--- src/rtl/regfile_dump.sv ---
// Debug read-out engine: walks every register-file entry, streams each value
// with its index over valid/ready, and accumulates a wrapping checksum.
module regfile_dump #(
    parameter int ADDRESS_WIDTH = 5,
    parameter int DATA_WIDTH    = 32
) (
    input  logic                     clk_i,
    input  logic                     rst_i,
    input  logic                     start_i,
    input  logic                     abort_i,
    output logic [ADDRESS_WIDTH-1:0] rf_addr_o,
    input  logic [DATA_WIDTH-1:0]    rf_data_i,
    output logic                     valid_o,
    input  logic                     ready_i,
    output logic [DATA_WIDTH-1:0]    data_o,
    output logic [ADDRESS_WIDTH-1:0] idx_o,
    output logic                     last_o,
    output logic                     busy_o,
    output logic                     done_o,
    output logic [DATA_WIDTH-1:0]    sum_o
);

    localparam logic [ADDRESS_WIDTH-1:0] LAST_IDX = {ADDRESS_WIDTH{1'b1}};
    localparam logic [ADDRESS_WIDTH-1:0] ZERO_IDX = {ADDRESS_WIDTH{1'b0}};
    localparam logic [DATA_WIDTH-1:0]    ZERO_DAT = {DATA_WIDTH{1'b0}};

    typedef enum logic [1:0] {
        ST_IDLE  = 2'd0,
        ST_FETCH = 2'd1,
        ST_SEND  = 2'd2,
        ST_DONE  = 2'd3
    } state_t;

    state_t                   r_state;
    state_t                   w_state_nxt;
    logic [ADDRESS_WIDTH-1:0] r_idx;
    logic [ADDRESS_WIDTH-1:0] w_idx_nxt;
    logic [ADDRESS_WIDTH-1:0] r_addr;
    logic [DATA_WIDTH-1:0]    r_data;
    logic [DATA_WIDTH-1:0]    w_data_nxt;
    logic [DATA_WIDTH-1:0]    r_sum;
    logic [DATA_WIDTH-1:0]    w_sum_nxt;
    logic                     r_valid;
    logic                     r_busy;
    logic                     r_done;
    logic                     r_last;
    logic                     w_active_nxt;

    // State register
    always_ff @(posedge clk_i or posedge rst_i) begin
        if (rst_i) begin
            r_state <= ST_IDLE;
        end else begin
            r_state <= w_state_nxt;
        end
    end

    // Next-state and datapath updates; abort wins over a same-cycle handshake
    always_comb begin
        w_state_nxt = r_state;
        w_idx_nxt   = r_idx;
        w_data_nxt  = r_data;
        w_sum_nxt   = r_sum;
        case (r_state)
            ST_IDLE: begin
                if (start_i) begin
                    w_idx_nxt   = ZERO_IDX;
                    w_sum_nxt   = ZERO_DAT;
                    w_state_nxt = ST_FETCH;
                end else begin
                    w_state_nxt = ST_IDLE;
                end
            end
            ST_FETCH: begin
                if (abort_i) begin
                    w_state_nxt = ST_IDLE;
                end else begin
                    w_data_nxt  = rf_data_i;
                    w_state_nxt = ST_SEND;
                end
            end
            ST_SEND: begin
                if (abort_i) begin
                    w_state_nxt = ST_IDLE;
                end else if (ready_i) begin
                    w_sum_nxt = r_sum + r_data;
                    if (r_idx == LAST_IDX) begin
                        w_state_nxt = ST_DONE;
                    end else begin
                        w_idx_nxt   = r_idx + {{(ADDRESS_WIDTH-1){1'b0}}, 1'b1};
                        w_state_nxt = ST_FETCH;
                    end
                end else begin
                    w_state_nxt = ST_SEND;
                end
            end
            ST_DONE: begin
                w_state_nxt = ST_IDLE;
            end
            default: begin
                w_state_nxt = ST_IDLE;
            end
        endcase
    end

    assign w_active_nxt = (w_state_nxt == ST_FETCH) || (w_state_nxt == ST_SEND);

    // Datapath and registered outputs, decoded from the upcoming state
    always_ff @(posedge clk_i or posedge rst_i) begin
        if (rst_i) begin
            r_idx   <= ZERO_IDX;
            r_addr  <= ZERO_IDX;
            r_data  <= ZERO_DAT;
            r_sum   <= ZERO_DAT;
            r_valid <= 1'b0;
            r_busy  <= 1'b0;
            r_done  <= 1'b0;
            r_last  <= 1'b0;
        end else begin
            r_idx   <= w_idx_nxt;
            r_addr  <= w_active_nxt ? w_idx_nxt : ZERO_IDX;
            r_data  <= w_data_nxt;
            r_sum   <= w_sum_nxt;
            r_valid <= (w_state_nxt == ST_SEND);
            r_busy  <= w_active_nxt;
            r_done  <= (w_state_nxt == ST_DONE);
            r_last  <= (w_state_nxt == ST_SEND) && (w_idx_nxt == LAST_IDX);
        end
    end

    assign rf_addr_o = r_addr;
    assign valid_o   = r_valid;
    assign data_o    = r_data;
    assign idx_o     = r_idx;
    assign last_o    = r_last;
    assign busy_o    = r_busy;
    assign done_o    = r_done;
    assign sum_o     = r_sum;

endmodule

--- config.mk ---
export PLATFORM = sky130hd
export DESIGN_NAME = regfile_dump
export DESIGN_NICKNAME = d
export VERILOG_FILES = /design/src/rtl/regfile_dump.sv
export SDC_FILE = /design/constraint.sdc
export NUM_CORES = 1
export LEC_CHECK = 0
export ABC_AREA = 1
export BUFFER_PORTS_ARGS = -buffer_cell sky130_fd_sc_hd__buf_2
export CAP_MARGIN = 0
export CORE_MARGIN = 4
export CORE_UTILIZATION = 40
export CTS_CLUSTER_SIZE = 10
export DETAILED_ROUTE_END_ITERATION = 10
export PLACE_DENSITY = 0.61
export RECOVER_POWER = 25
export REMOVE_ABC_BUFFERS = 1
export SETUP_SLACK_MARGIN = 0.4
export SYNTH_ARGS = -nofsm -noshare
export SYNTH_HDL_FRONTEND = slang
export SYNTH_SLANG_ARGS = --single-unit
export TNS_END_PERCENT = 100
--- constraint.sdc ---
create_clock -name clk_i -period 2.3 [get_ports clk_i]
set_input_delay 0.345 -clock clk_i [delete_from_list [all_inputs] [get_ports clk_i]]
set_output_delay 0.345 -clock clk_i [all_outputs]
set_load 0.1 [all_outputs]
==> Word level (Yosys, flattened, before mapping) <==
Cells that the tools add are included.
W data, S select, Z words.
{ "op_classes": {"n_reduce_logical": 6, "bitwise_logic": 1, "mux": 16, "add_sub_neg": 2, "eq_ne": 11} }
{ "ops": {"columns": ["op", "count"], "rows": [
  ["$mux W32", 3],
  ["$pmux W32 S2", 1],
  ["$add A32 B32 Y32", 1],
  ["$mux W5", 5],
  ["$eq A5 B5 Y1 const B", 2],
  ["$pmux W5 S2", 1],
  ["$eq A2 B2 Y1 const B", 4],
  ["$mux W2", 4],
  ["$pmux W2 S4", 1],
  ["$ne A2 B2 Y1 const B", 3],
  ["$add A5 B1 Y5 const B", 1],
  ["$eq A2 B1 Y1 const B", 2],
  ["$reduce_and A4 Y1", 1],
  ["$logic_not A2 Y1", 1],
  ["$reduce_and A2 Y1", 1],
  ["$reduce_bool A2 Y1", 1],
  ["$logic_and A1 B1 Y1", 1],
  ["$logic_or A1 B1 Y1", 1],
  ["$mux W1", 1],
  ["$not A1 Y1", 1]
]} }
{ "word_totals": {"ff_bits": 80, "in_bits": 37} }

==> Longest topological paths before layout <==
{ "logic_depth": {"word_depth": 8, "depth_mapped": 14, "depth_no_buf": 14} }

==> Worst setup path before layout <==
OpenSTA, ideal clock, no wires.
{ "synth_path": {"path_type": "flip-flop to flip-flop", "startpoint": "reg r_sum[0], in the netlist sum_o[0]", "endpoint": "reg r_sum[16], in the netlist sum_o[16]", "arrival_time_ns": 2.371, "synth_period_minus_slack_ns": 2.496, "path_slack_ns": -0.196, "n_path_buf": 0, "required_time_ns": 2.175, "path_stages_with_launch": 14, "path_cell_list": "dfrtp_1 -> ha_1 -> inv_1 -> fa_1 -> inv_1 -> nand3_1 -> nand3_1 -> nand2_1 -> nand2_1 -> nand3_1 -> nand2_1 -> nand2_1 -> nand2_1 -> o21ai_1"} }
{ "synth_between": {"elab_chain_len": 4} }
{ "synth_lines": {"columns": ["item", "line", "text"], "rows": [
  ["start, declared", "41", "logic [DATA_WIDTH-1:0] r_sum;"],
  ["start signal, assigned", "123", "r_sum <= w_sum_nxt;"],
  ["$add A32 B32 Y32", "86", "w_sum_nxt = r_sum + r_data;"],
  ["$mux W32", "85", "end else if (ready_i) begin"],
  ["$mux W32", "83", "if (abort_i) begin"],
  ["$pmux W32 S2", "64", "case (r_state)"]
]} }
Every way passes these cells. The select of a mux whose other input is x is not followed.
A chain may end at the register's enable or synchronous reset.

==> Worst setup path after layout <==
{ "layout_path": {"startpoint": "reg r_sum[0], in the netlist sum_o[0]", "endpoint": "reg r_sum[28], in the netlist sum_o[28]"} }
Same word-level chain as after synthesis.

==> out/metrics.csv <==
metric,value,unit
outcome,"finished, final reports clean",
worst_hold_path_type,input pin to flip-flop,
layout-area-overhead-vs-synth,27.8,%
post_synth_fa_ha_maj_area_fraction,8.14,%
syn_area,5470,sq um
rsz0062_at_grt,true,
synth-edff-count,0,
clock_sinks,80,
maximum_clock_frequency,0.553,GHz
netlist_instances,763,
critical_path.max_fanout,4,
core,13300,sq um
final_hpwl_from_detailed_placement,11100,um
hold_path_end,data_o[15],
route.antenna.remaining_nets,0,
die_width,125,um
clock_tree.buffer_depth,2,
top_level_ports,115,
hold_start,rf_data_i[15],
tns,0,ns
num-fill-cells,1338,
min_period,1.81,ns
timing_worst_setup_path_type,flip-flop to flip-flop,
post_synthesis_register_bit_count,80,
detail_route.wl_per_cell,13.8,um
start_util,41.0,%
cts_inserted_buffers,9,
leakage_power_summed_over_all_cells,3.98,nW
postCtsHoldBufs,0,
detail_route.wirelength,14800,um
dieHeight,125,um
yosysUniqueCellTypes,37,
count_of_h_tree_levels_built_during_cts,3,
max_cap_viol_count,0,
hold_depth,2,
crit_slowest_cell,sky130_fd_sc_hd__dfrtp_1,
synth-simple-area-share,31.2,%
cts_tree,done,
grt_usage,18.8,%
multiInputGateArea,3330,sq um
r2r_setup_slack,0.49,ns
timing.critical_path.from_type,flip-flop,
finalSetupViolCount,0,
seq_area_frac_synth,36.6,%
post_synth.cell_area_avg,7.17,sq um
synth_top_family_by_area,simple AND/OR/NAND/NOR gates,
hold-worst-slack,0.217,ns
max_stage_delay,0.39,ns
vias,5038,
nets,961,
worst_pin_slew,1.15,ns
post-synth-top-count-cell,sky130_fd_sc_hd__nand2_1,
gp_routability_congestion,0.881,
antenna_violations_before_repair,0,
clk_latency,0.35,ns
drcViolationCount,0,
drt_iter0_markers,276,
drt_first_pass_iters,5,
max_slew_margin,23.6,%
avgViaCountPerCell,4.71,
synth.mux.area_fraction,6.38,%
antenna_cells_inserted,0,
max-vdd-ir-drop,698,uV
synth_top_flop_cell,sky130_fd_sc_hd__dfrtp_1,
clkTransAtPathRegs,0.07,ns
reg2reg_depth,13,
timing_hold_violations_final,0,
worstSetupEndpointType,flip-flop,
pwr_density_cell,1250,nW/um^2
portBuffers,114,
clockRootBuffer,sky130_fd_sc_hd__clkbuf_16,
yosysTopAreaCell,sky130_fd_sc_hd__dfrtp_1,
drive_gt1_share,31.2,%
synth_commonest_cells,"sky130_fd_sc_hd__nand2_1 (281), sky130_fd_sc_hd__inv_1 (124), sky130_fd_sc_hd__dfrtp_1 (80), sky130_fd_sc_hd__nor2_1 (46), sky130_fd_sc_hd__nand3_1 (40)",
ys_warn_count,0,
fin_worst_skew,0.0106,ns
synthArstFlopShare,100,%
grt_first_pass_wirelength,23800,um
period_share,78.6,%
first_global_vias,4725,
dieArea,15600,sq um
globalRoute.totalOverflow,0,
critPathArrivalTime,2.05,ns
pin_count_of_the_biggest_net_entering_global_routing,81,
synthXorXnorAreaFrac,0.640,%
timing.rr.start,sum_o[0],
synth_area_leaders,"sky130_fd_sc_hd__dfrtp_1 (37%), sky130_fd_sc_hd__nand2_1 (19%), sky130_fd_sc_hd__inv_1 (8.5%), sky130_fd_sc_hd__ha_1 (7.8%), sky130_fd_sc_hd__mux2_2 (6.4%)",
req_time_crit_path,2.54,ns
sequential_cell_area,2000,sq um
r2r-end,sum_o[28],
report.final.slew_viol_count,0,
synth_compound_gate_area_share,6.81,%
fp-row-count,42,
post-synth-top-area-fraction,36.6,%
timing.critical_path.cells,ha_4 -> inv_2 -> fa_2 -> inv_2 -> nand3_2 -> nand3_4 -> nand3_4 -> nand3_4 -> nand2_2 -> nand2_1 -> nand2_1 -> nand3_1 -> nand2_1,
## kinds of logic after synthesis
family                   Yosys count
flip-flops                        80
multiplexers                      31
AND/OR/NAND/NOR                  406
buffers and inverters            144
adder cells (fa/ha/maj)           35
AO/OA/AOI/OAI                     63
XOR/XNOR                           4
## metrics by stage
stage / total power [mW] / area, sq um / util, % / cells / setup WS [ns]
4_1_cts: 8.31 / 6570 / 49.2 / 1067 / 0.409
6_report: 8.72 / 7000 / 52.4 / 1070 / 0.492
2_1_floorplan: 5.93 / 5420 / - / 754 / -0.198
3_3_place_gp: 6.83 / 6260 / 46.9 / 1049 / 0.365
5_1_grt: 9.21 / 7000 / 52.4 / 1070 / 0.359
3_5_place_dp: 6.86 / 6260 / 46.9 / 1049 / 0.343
## worst max-delay path: cells and delay by family, from the launching register on
family,cells,cell delay (ns)
adder cells (fa/ha/maj),2,0.53
buffers and inverters,2,0.12
flip-flops,1,0.39
AND/OR/NAND/NOR,9,0.66
## power breakdown
group / internal [mW] / switching, mW
sequential: 1.72 / 0.351
clock: 0.775 / 0.640
combinational: 1.29 / 3.94
## cell usage in the layout (no fill, tap or decap), types with 2 or more instances in the layout
master,instances
sky130_fd_sc_hd__nor2_2,9
sky130_fd_sc_hd__buf_4,9
sky130_fd_sc_hd__nand2_2,30
sky130_fd_sc_hd__nand3_2,6
sky130_fd_sc_hd__nand4_1,3
sky130_fd_sc_hd__o21ai_0,13
sky130_fd_sc_hd__xor2_1,3
sky130_fd_sc_hd__nor3_1,2
sky130_fd_sc_hd__inv_1,120
sky130_fd_sc_hd__nor2_4,3
sky130_fd_sc_hd__o21bai_1,4
sky130_fd_sc_hd__inv_6,3
sky130_fd_sc_hd__buf_2,113
sky130_fd_sc_hd__clkbuf_16,9
sky130_fd_sc_hd__a32o_1,3
sky130_fd_sc_hd__a21o_1,2
sky130_fd_sc_hd__nand2_4,4
sky130_fd_sc_hd__nand3_1,35
sky130_fd_sc_hd__or2_2,2
sky130_fd_sc_hd__clkinv_4,2
sky130_fd_sc_hd__mux2_2,31
sky130_fd_sc_hd__inv_2,14
sky130_fd_sc_hd__nor2_1,39
sky130_fd_sc_hd__ha_1,11
sky130_fd_sc_hd__nand2_1,265
sky130_fd_sc_hd__a21oi_1,24
sky130_fd_sc_hd__o21ai_1,3
sky130_fd_sc_hd__ha_4,20
sky130_fd_sc_hd__nand3_4,3
sky130_fd_sc_hd__ha_2,3
sky130_fd_sc_hd__nand3b_1,3
sky130_fd_sc_hd__a21oi_2,7
sky130_fd_sc_hd__dfrtp_1,79
## cell type report
type | count | area share, %
tap | 176 | 3.15
timing repair buffer | 124 | 9.21
multi-input combinational | 539 | 47.6
sequential | 80 | 28.6
clock buffer | 10 | 3.41
clock inverter | 6 | 0.697
inverter | 135 | 7.26
## layer usage
layer  GRT usage (%)  routed length, um  vias up  part of all wire [%]
met5               0                  0        -                     0
met4            6.51                201        0                   1.4
met3            4.26                978       12                   6.6
met2            27.5               6250      125                    42
met1            27.3               7340     2279                    50
li1                -                  -     2622                     -
## flip-flops by register name (all words and copies together) (netlist names), 2 cells and up
| register | flops |
|---|---|
| rf_addr_o | 5 |
| sum_o | 32 |
| data_o | 32 |
| idx_o | 5 |
| r_state | 2 |
## repair_timing
action                     4_1_cts  5_1_grt
buffers inserted                 2        3
setup endpoints to repair        6       22
pin swaps                        1       14
resized for setup                3       83
## how the worst max path moves through the flow
stage / cells past startpoint / endpoint / start
after floorplan: 13 / sum_o[16] / sum_o[0]
after global placement: 13 / sum_o[24] / data_o[0]
after detailed placement: 13 / sum_o[24] / data_o[0]
after CTS: 13 / sum_o[30] / data_o[0]
after global routing: 12 / sum_o[21] / sum_o[9]
final: 13 / sum_o[28] / sum_o[0]
No activity file was read; power rests on OpenSTA's default activity.
